## src/rtl/nes_pkg.sv

```systemverilog
// Shared NES system definitions: memory map, DMA addresses, OAM DMA state type.
package nes_pkg;

  // CPU-visible memory map, also used by the system bus decoder
  localparam logic [15:0] RAM_BASE    = 16'h0000;
  localparam logic [15:0] RAM_END     = 16'h1FFF;
  localparam logic [15:0] PPU_BASE    = 16'h2000;
  localparam logic [15:0] PPU_END     = 16'h3FFF;
  localparam logic [15:0] APU_IO_BASE = 16'h4000;
  localparam logic [15:0] APU_IO_END  = 16'h401F;
  localparam logic [15:0] PRG_BASE    = 16'h8000;

  // Sprite DMA trigger register and the PPU OAM data port it feeds
  localparam logic [15:0] DMA_REG  = 16'h4014;
  localparam logic [15:0] OAM_PORT = 16'h2004;

  typedef enum logic [2:0] {
    IDLE  = 3'd0,
    HALT  = 3'd1,
    ALIGN = 3'd2,
    READ  = 3'd3,
    WRITE = 3'd4
  } oam_dma_state_t;

  // A CPU write cycle to the trigger register starts a sprite DMA
  function automatic logic is_dma_trigger(input logic [15:0] a, input logic r_nw);
    return (a == DMA_REG) && !r_nw;
  endfunction

endpackage

```

## src/rtl/oam_dma.sv

```systemverilog
// Sprite DMA engine: on a write to $4014 it stalls the CPU and copies one
// 256-byte page to the PPU OAM data port as read/write pairs. When idle it
// passes the CPU bus straight through.
module oam_dma
  import nes_pkg::*;
(
  input  logic        clk_ph1,
  input  logic        rst,
  input  logic [15:0] cpu_addr,
  input  logic [7:0]  cpu_dout,
  input  logic        cpu_r_nw,
  input  logic [7:0]  bus_din,
  output logic [15:0] addr,
  output logic [7:0]  dout,
  output logic        r_nw,
  output logic        cpu_rdy,
  output logic        dma_active
);

  oam_dma_state_t state_q, state_d;
  logic [7:0]     page_q, page_d;
  logic [7:0]     idx_q, idx_d;
  logic [7:0]     data_q, data_d;
  logic           par_q, par_d;
  logic           cpu_rdy_q, cpu_rdy_d;
  logic           dma_active_q, dma_active_d;

  // State, datapath and registered status flops; reset abandons any transfer
  always_ff @(posedge clk_ph1 or negedge rst) begin
    if (!rst) begin
      state_q      <= IDLE;
      page_q       <= 8'h00;
      idx_q        <= 8'h00;
      data_q       <= 8'h00;
      par_q        <= 1'b0;
      cpu_rdy_q    <= 1'b1;
      dma_active_q <= 1'b0;
    end else begin
      state_q      <= state_d;
      page_q       <= page_d;
      idx_q        <= idx_d;
      data_q       <= data_d;
      par_q        <= par_d;
      cpu_rdy_q    <= cpu_rdy_d;
      dma_active_q <= dma_active_d;
    end
  end

  // Next-state and datapath updates; status flags decode the next state so
  // they line up with the state they describe
  always_comb begin
    state_d = state_q;
    page_d  = page_q;
    idx_d   = idx_q;
    data_d  = data_q;
    par_d   = ~par_q;
    case (state_q)
      IDLE: begin
        if (is_dma_trigger(cpu_addr, cpu_r_nw)) begin
          page_d  = cpu_dout;
          idx_d   = 8'h00;
          state_d = HALT;
        end
      end
      HALT: begin
        // CPU only actually stops on a read; the pair must start on par==0
        if (cpu_r_nw) begin
          state_d = par_q ? READ : ALIGN;
        end
      end
      ALIGN: begin
        state_d = READ;
      end
      READ: begin
        data_d  = bus_din;
        state_d = WRITE;
      end
      WRITE: begin
        idx_d   = idx_q + 8'd1;
        state_d = (idx_q == 8'hFF) ? IDLE : READ;
      end
      default: begin
        state_d = IDLE;
      end
    endcase
    cpu_rdy_d    = (state_d == IDLE);
    dma_active_d = (state_d == ALIGN) || (state_d == READ) || (state_d == WRITE);
  end

  // Bus mux: CPU pass-through unless the DMA owns the bus
  always_comb begin
    addr = cpu_addr;
    dout = cpu_dout;
    r_nw = cpu_r_nw;
    case (state_q)
      ALIGN, READ: begin
        addr = {page_q, idx_q};
        dout = data_q;
        r_nw = 1'b1;
      end
      WRITE: begin
        addr = OAM_PORT;
        dout = data_q;
        r_nw = 1'b0;
      end
      default: begin
        addr = cpu_addr;
        dout = cpu_dout;
        r_nw = cpu_r_nw;
      end
    endcase
  end

  assign cpu_rdy    = cpu_rdy_q;
  assign dma_active = dma_active_q;

endmodule

```

## config.mk

```make
export PLATFORM = sky130hd
export DESIGN_NAME = oam_dma
export DESIGN_NICKNAME = d
export VERILOG_FILES = /design/src/rtl/nes_pkg.sv /design/src/rtl/oam_dma.sv
export SDC_FILE = /design/constraint.sdc
export NUM_CORES = 1
export LEC_CHECK = 0
export ABC_AREA = 1
export BUFFER_PORTS_ARGS = -buffer_cell sky130_fd_sc_hd__buf_2
export CORE_UTILIZATION = 30
export CTS_CLUSTER_SIZE = 24
export DETAILED_ROUTE_END_ITERATION = 10
export PLACE_DENSITY = 0.52
export RECOVER_POWER = 50
export SLEW_MARGIN = 20
export SYNTH_ARGS = -nofsm -noshare
export SYNTH_HDL_FRONTEND = slang
export SYNTH_SLANG_ARGS = --single-unit
```

## constraint.sdc

```tcl
create_clock -name clk_ph1 -period 1.45 [get_ports clk_ph1]
set_input_delay 0.2175 -clock clk_ph1 [delete_from_list [all_inputs] [get_ports clk_ph1]]
set_output_delay 0.2175 -clock clk_ph1 [all_outputs]
set_load 0.01 [all_outputs]
```

==> results.sh, run 1 <==
export IMPL_gp_congestion=0.783
export IMPL_async_flop_share_pct=100
export IMPL_critPathArrivalTime_ns=1.50
export IMPL_crit_path_max_incr_delay_ns=0.40
export IMPL_grt_remaining_overflow=0
export IMPL_path_delay_family="flip-flops"
export IMPL_synth_nets=251
export IMPL_start_util_pct=31.6
export IMPL_layout_drive_gt1_share_pct=39.3
export IMPL_rsz0062_at_grt="yes"
export IMPL_setup_ws_ns=-0.272
export IMPL_timing_final_hold_violations=0
export IMPL_clockBufferDepth=2
export IMPL_cpMaxStageDelayCell="dfrtp_1"
export IMPL_fmax_ghz=0.581
export IMPL_antenna_found_initial=0
export IMPL_clkSinkCount=30
export IMPL_grt_max_degree=19
export IMPL_synthTopCellsByArea="dfrtp_1 44%, nand2_1 15%, o21ai_0 5.8%"
export IMPL_grt_pass1_wl_um=7160
export IMPL_worst_pin_slew_ns=0.774
export IMPL_cts_root_buf="clkbuf_8"
export IMPL_grt_use_total_pct=15.9
export IMPL_slew_violations=0
export IMPL_first_pass_iters=4
export IMPL_final_antenna_net_count=0
export IMPL_setup_violations=37
export IMPL_fin_crit_ns=1.72
export IMPL_core_sq_um=5200
export IMPL_fin_crit_sh_pct=119
export IMPL_numPortBuffers=61
export IMPL_crit_required_ns=1.23
export IMPL_cts_buffers_inserted=5
export IMPL_power_density_nw_per_um2=1580
export IMPL_violations="setup timing"
export IMPL_die_height_um=76.1
export IMPL_num_vias=1686
export IMPL_syn_to_final_growth_pct=50.2
export IMPL_netlist_top_cells_count="65 x nand2_1, 29 x dfrtp_1, 24 x inv_1"
export IMPL_clock_skew_ns=0.00544
export IMPL_r2r_setup_slack_ns=-0.10
export IMPL_crit_chain="nor2_2, nand2_2, nand2_4, inv_4, a22o_1, buf_2"
export IMPL_die_area_sq_um=5790
export IMPL_yosysWarnings=0
export IMPL_start_kind="register"
export IMPL_synth_edf_count=0
export IMPL_synthesis_area_sq_um=1650
export IMPL_maxSlewHeadroom_pct=48.4
export IMPL_ir_worst_vdd_v=0.000705
export IMPL_dp_cells=350
export IMPL_synth_top_area_share_pct=44.1
export IMPL_h_tree_depth=2
export IMPL_synth_top_area_cell="dfrtp_1"
export IMPL_routedWlPerCell_um=12.7
export IMPL_cts_clk_slew_worst_paths_ns=0.07
export IMPL_worstPathMaxFanout=12
export IMPL_status="finished, violations left"
export IMPL_max_cap_violations=0
export IMPL_ys_types=29
export IMPL_stdcell_count=375
export IMPL_drc=0
export IMPL_place_ws_ns=0.00203
export IMPL_dp_hpwl_um=3230
export IMPL_die_x_um=76.1
export IMPL_grt_pass1_vias=1494
export IMPL_worstPathBufferInverterCount=2
export IMPL_critPathKind="reg2out"
export IMPL_yosysMostFrequentCell="nand2_1"
export IMPL_initialDrtViolationCount=42
export IMPL_cp_end_kind="output pin"
export IMPL_syn_inst=215
export IMPL_synth_seq_cells=30
export IMPL_cts_tree="built"
export IMPL_avgSynthCellArea_sq_um=7.66
export IMPL_ys_seq_area_share_pct=45.7
export IMPL_ys_flop_type="dfrtp_1"
export IMPL_fp_row_count=26
export IMPL_clock_latency_ns=0.28
export IMPL_routed_wirelength_um=4780
export IMPL_fin_nets=340
export IMPL_n_antenna_cell=0
export IMPL_hp_class="in2reg"
export IMPL_power_leakage_nw=1.29
export IMPL_io_pins=62
export IMPL_vias_per_cell=4.50
[final cells by class]
cell class / instances / area [sq um]
repair buffers: 88 / 609
multi-input cells: 150 / 810
clock buffers: 7 / 86.3
repair inverters: 1 / 3.75
inverters: 28 / 119
clock inverters: 1 / 5.00
flip-flops and latches: 30 / 753
fillers: 537 / 2730
well taps: 70 / 87.6
[flip-flops by register name (all words and copies together), names as in the netlist]
name        flops
dma_active      1
page_q          8
data_q          8
par_q           1
idx_q           8
cpu_rdy         1
state_q         3
[worst min-delay path: cells and delay by family]
family,cells,cell delay [ns]
and+or+nand+nor,2,0.09
buffers and inverters,1,0.07
[worst paths after layout]
| check | startpoint | to | depth (start not counted) |
|---|---|---|---|
| max | state_q[1]$_DFF_PN0_ | addr[6] | 6 |
| min | bus_din[7] | data_q[7]$_DFFE_PN0N_ | 3 |
| max reg2reg | state_q[2]$_DFF_PN0_ | page_q[6]$_DFFE_PN0P_ | 9 |
| min reg2reg | par_q$_DFF_PN0_ | par_q$_DFF_PN0_ | 1 |
| max in group asynchronous | rst | cpu_rdy$_DFF_PN1_ | 3 |
| min in group asynchronous | rst | idx_q[7]$_DFFE_PN0P_ | 2 |
[placed cells by master, fill, tap and decap left out, types with 2 or more instances in the layout]
| cell | count |
|---|---|
| clkbuf_1 | 2 |
| nand3_4 | 2 |
| buf_4 | 14 |
| clkinv_2 | 2 |
| clkbuf_8 | 6 |
| buf_6 | 6 |
| inv_1 | 23 |
| nand2_1 | 62 |
| o21ai_0 | 11 |
| dfrtp_1 | 28 |
| nand3_1 | 7 |
| inv_4 | 2 |
| clkbuf_16 | 3 |
| buf_12 | 2 |
| buf_2 | 60 |
| nand4_1 | 3 |
| o21ai_2 | 6 |
| a22o_1 | 7 |
| inv_2 | 2 |
| nand2_4 | 2 |
| nor2_1 | 15 |
| nor2_4 | 3 |
| o21ai_1 | 17 |
| o211ai_1 | 2 |
| nand2_2 | 3 |
[kinds of logic after synthesis]
family | synth area share (%)
AND/OR/NAND/NOR | 25.8
adder cells (fa/ha/maj) | 0.760
XOR/XNOR | 1.06
AO/OA/AOI/OAI | 16.6
flip-flops | 45.7
buffers and inverters | 10.1
[report_power, final]
group / switching, mW / total [mW] / internal, mW / leakage [nW]
sequential: 0.107 / 1.15 / 1.04 / 0.390
combinational: 1.14 / 2.05 / 0.916 / 0.852
clock: 0.319 / 0.702 / 0.382 / 0.0482
total: 1.56 / 3.90 / 2.34 / 1.29
[through the flow]
| step | setup TNS, ns | hold WS, ns | instance area, sq um | power (mW) | util (%) |
|---|---|---|---|---|---|
| CTS | -4.41 | 0.127 | 2270 | 3.70 | 43.6 |
| finish | -6.55 | 0.130 | 2470 | 3.90 | 47.5 |
| global route | -11.32 | 0.133 | 2470 | 4.20 | 47.5 |
| global placement | 0 | 0.152 | 2100 | 2.89 | 40.4 |
| floorplan | 0 | -0.0781 | 1650 | 2.21 | - |
| detailed placement | 0 | 0.152 | 2100 | 2.89 | 40.4 |
[layer usage]
metal  up-vias  track usage [%]  share of wire, %
li1        873                -                 -
met1       747             20.1                44
met2        60             24.7                47
met3         6             6.23               8.4
met4         0             5.19               1.2
met5         -                0                 0
[timing repair]
action | 4_1_cts | 5_1_grt
gates resized for setup | 12 | 27
setup buffers | 5 | 6
cloned | 1 | 4
hold endpoints to repair | 13 | 0
setup endpoints to repair | 26 | 49
hold buffers | 1 | 0
pin swaps | 0 | 6
(Power assumes the default switching activity.)
==> run 2, diff against run 1 <==
==> constraint.sdc (replaced) <==
create_clock -name clk_ph1 -period 1.7 [get_ports clk_ph1]
set_input_delay 0.255 -clock clk_ph1 [delete_from_list [all_inputs] [get_ports clk_ph1]]
set_output_delay 0.255 -clock clk_ph1 [all_outputs]
set_load 0.01 [all_outputs]
==> run 2 against run 1 <==
Against the previous run: the flow still finishes with violations (setup timing); die area unchanged; combinational power down 20%; first-iteration DRC count up 48%; global-route usage up 0.43 points; sequential cell count unchanged; worst setup slack better by 0.25 ns; power down 14%; register-to-register slack better by 0.30 ns; critical path depth unchanged; clock skew up 0.00074 ns; final area down 9.1%; sequential share of layout area up 3.1 points; critical endpoint is now addr[9].
==> results.sh, run 2 (synthesized netlist as in run 1, its figures left out) <==
export IMPL_stdcell_count=358
export IMPL_core_sq_um=5200
export IMPL_cts_buffers_inserted=5
export IMPL_mostFrequentLayoutCells="64 x nand2_1, 61 x buf_2, 28 x dfrtp_1"
export IMPL_rsz0062_at_grt="yes"
export IMPL_die_height_um=76.1
export IMPL_fin_crit_ns=1.73
export IMPL_start_util_pct=31.6
export IMPL_setup_violations=5
export IMPL_routed_wirelength_um=4380
export IMPL_clockBufferDepth=2
export IMPL_final_core_util_pct=43.2
export IMPL_worst_pin_slew_ns=0.689
export IMPL_antenna_found_initial=0
export IMPL_cts_clk_slew_worst_paths_ns=0.06
export IMPL_cts_hold_buf=0
export IMPL_clock_latency_ns=0.29
export IMPL_fin_crit_sh_pct=102
export IMPL_cp_end_kind="output pin"
export IMPL_slew_violations=0
export IMPL_critPathKind="reg2out"
export IMPL_maxSlewHeadroom_pct=54.1
export IMPL_max_cap_violations=0
export IMPL_timing_final_hold_violations=0
export IMPL_layout_drive_gt1_share_pct=34.4
export IMPL_fin_nets=323
export IMPL_clkSinkCount=30
export IMPL_clock_skew_ns=0.00618
export IMPL_start_kind="register"
export IMPL_io_pins=62
export IMPL_drc=0
export IMPL_cts_tree="built"
export IMPL_cts_root_buf="clkbuf_8"
export IMPL_crit_required_ns=1.44
export IMPL_syn_to_final_growth_pct=36.6
export IMPL_fp_row_count=26
export IMPL_dp_hpwl_um=3180
export IMPL_setup_ws_ns=-0.0259
export IMPL_num_vias=1618
export IMPL_gp_congestion=0.732
export IMPL_final_antenna_net_count=0
export IMPL_fmax_ghz=0.579
export IMPL_n_antenna_cell=0
export IMPL_grt_pass1_vias=1521
export IMPL_grt_use_total_pct=16.3
export IMPL_numPortBuffers=61
export IMPL_status="finished, violations left"
export IMPL_violations="setup timing"
export IMPL_power_leakage_nw=1.18
export IMPL_power_density_nw_per_um2=1490
export IMPL_timing_hold_ws_ns=0.0138
export IMPL_h_tree_depth=2
export IMPL_routedWlPerCell_um=12.2
export IMPL_grt_max_degree=31
export IMPL_ir_worst_vdd_v=0.000684
export IMPL_worstPathMaxFanout=12
export IMPL_vias_per_cell=4.52
export IMPL_dp_cells=344
export IMPL_die_area_sq_um=5790
export IMPL_grt_remaining_overflow=0
export IMPL_reg_top3="data_q: 8 flops, idx_q: 8 flops, page_q: 8 flops"
export IMPL_final_common_cell="nand2_1"
export IMPL_first_pass_iters=4
export IMPL_die_x_um=76.1
export IMPL_hp_class="in2async"
export IMPL_critPathArrivalTime_ns=1.47
export IMPL_grt_pass1_wl_um=7420
export IMPL_initialDrtViolationCount=62
## run 2: final cells by class
cell class	instances	area (sq um)
fillers	548	2960
well taps	70	87.6
inverters	28	115
flip-flops and latches	30	753
repair buffers	72	418
multi-input cells	150	764
clock buffers	6	72.6
clock inverters	2	37.5
## run 2: stage by stage
| stage | setup WS (ns) | setup TNS, ns | power (mW) | area [sq um] |
|---|---|---|---|---|
| final | -0.0259 | -0.0739 | 3.34 | 2250 |
| after global routing | -0.108 | -1.49 | 3.60 | 2250 |
| after floorplan | 0.299 | 0 | 1.88 | 1650 |
| after detailed placement | 0.202 | 0 | 2.36 | 2020 |
| after global placement | 0.213 | 0 | 2.34 | 2020 |
| after CTS | 0.00348 | 0 | 3.19 | 2180 |
## run 2: path summary, 6_finish.rpt
path                       cells past startpoint  slack [ns]                  from               endpoint
setup / recovery                               6       -0.03  state_q[0]$_DFF_PN0_                addr[9]
hold / removal                                 1        0.01                   rst   idx_q[0]$_DFFE_PN0P_
setup reg to reg                               5        0.20  state_q[2]$_DFF_PN0_  data_q[7]$_DFFE_PN0N_
hold reg to reg                                1        0.41       par_q$_DFF_PN0_        par_q$_DFF_PN0_
max in group asynchronous                      1        1.20                   rst   state_q[2]$_DFF_PN0_
min in group clk_ph1                           3        0.16            bus_din[3]  data_q[3]$_DFFE_PN0N_
## run 2: routing by layer
metal | vias to the layer above | part of all wire, % | track usage [%]
met5 | - | 0 | 0
met4 | 0 | 1.1 | 5.77
met3 | 7 | 6.0 | 4.31
met2 | 50 | 46 | 25.5
met1 | 723 | 47 | 21.7
li1 | 838 | - | -
## run 2: worst max-delay path: stages, from the launching register on
cell	delay, ns
dfrtp_1	0.39
nor2_2	0.15
nand2_2	0.11
nand2_8	0.11
inv_4	0.07
a22o_1	0.20
buf_2	0.14
## run 2: what timing repair did
item / CTS / global route
gates resized for setup: 8 / 19
pin swaps: 1 / 0
gates cloned: 0 / 1
setup buffers: 4 / 1
endpoints found under the setup margin: 23 / 23
endpoints found under the hold margin: 0 / 0
## run 2: where the power goes
group | switching (mW) | internal [mW]
Combinational | 0.939 | 0.701
Sequential | 0.0984 | 0.890
Clock | 0.279 | 0.437
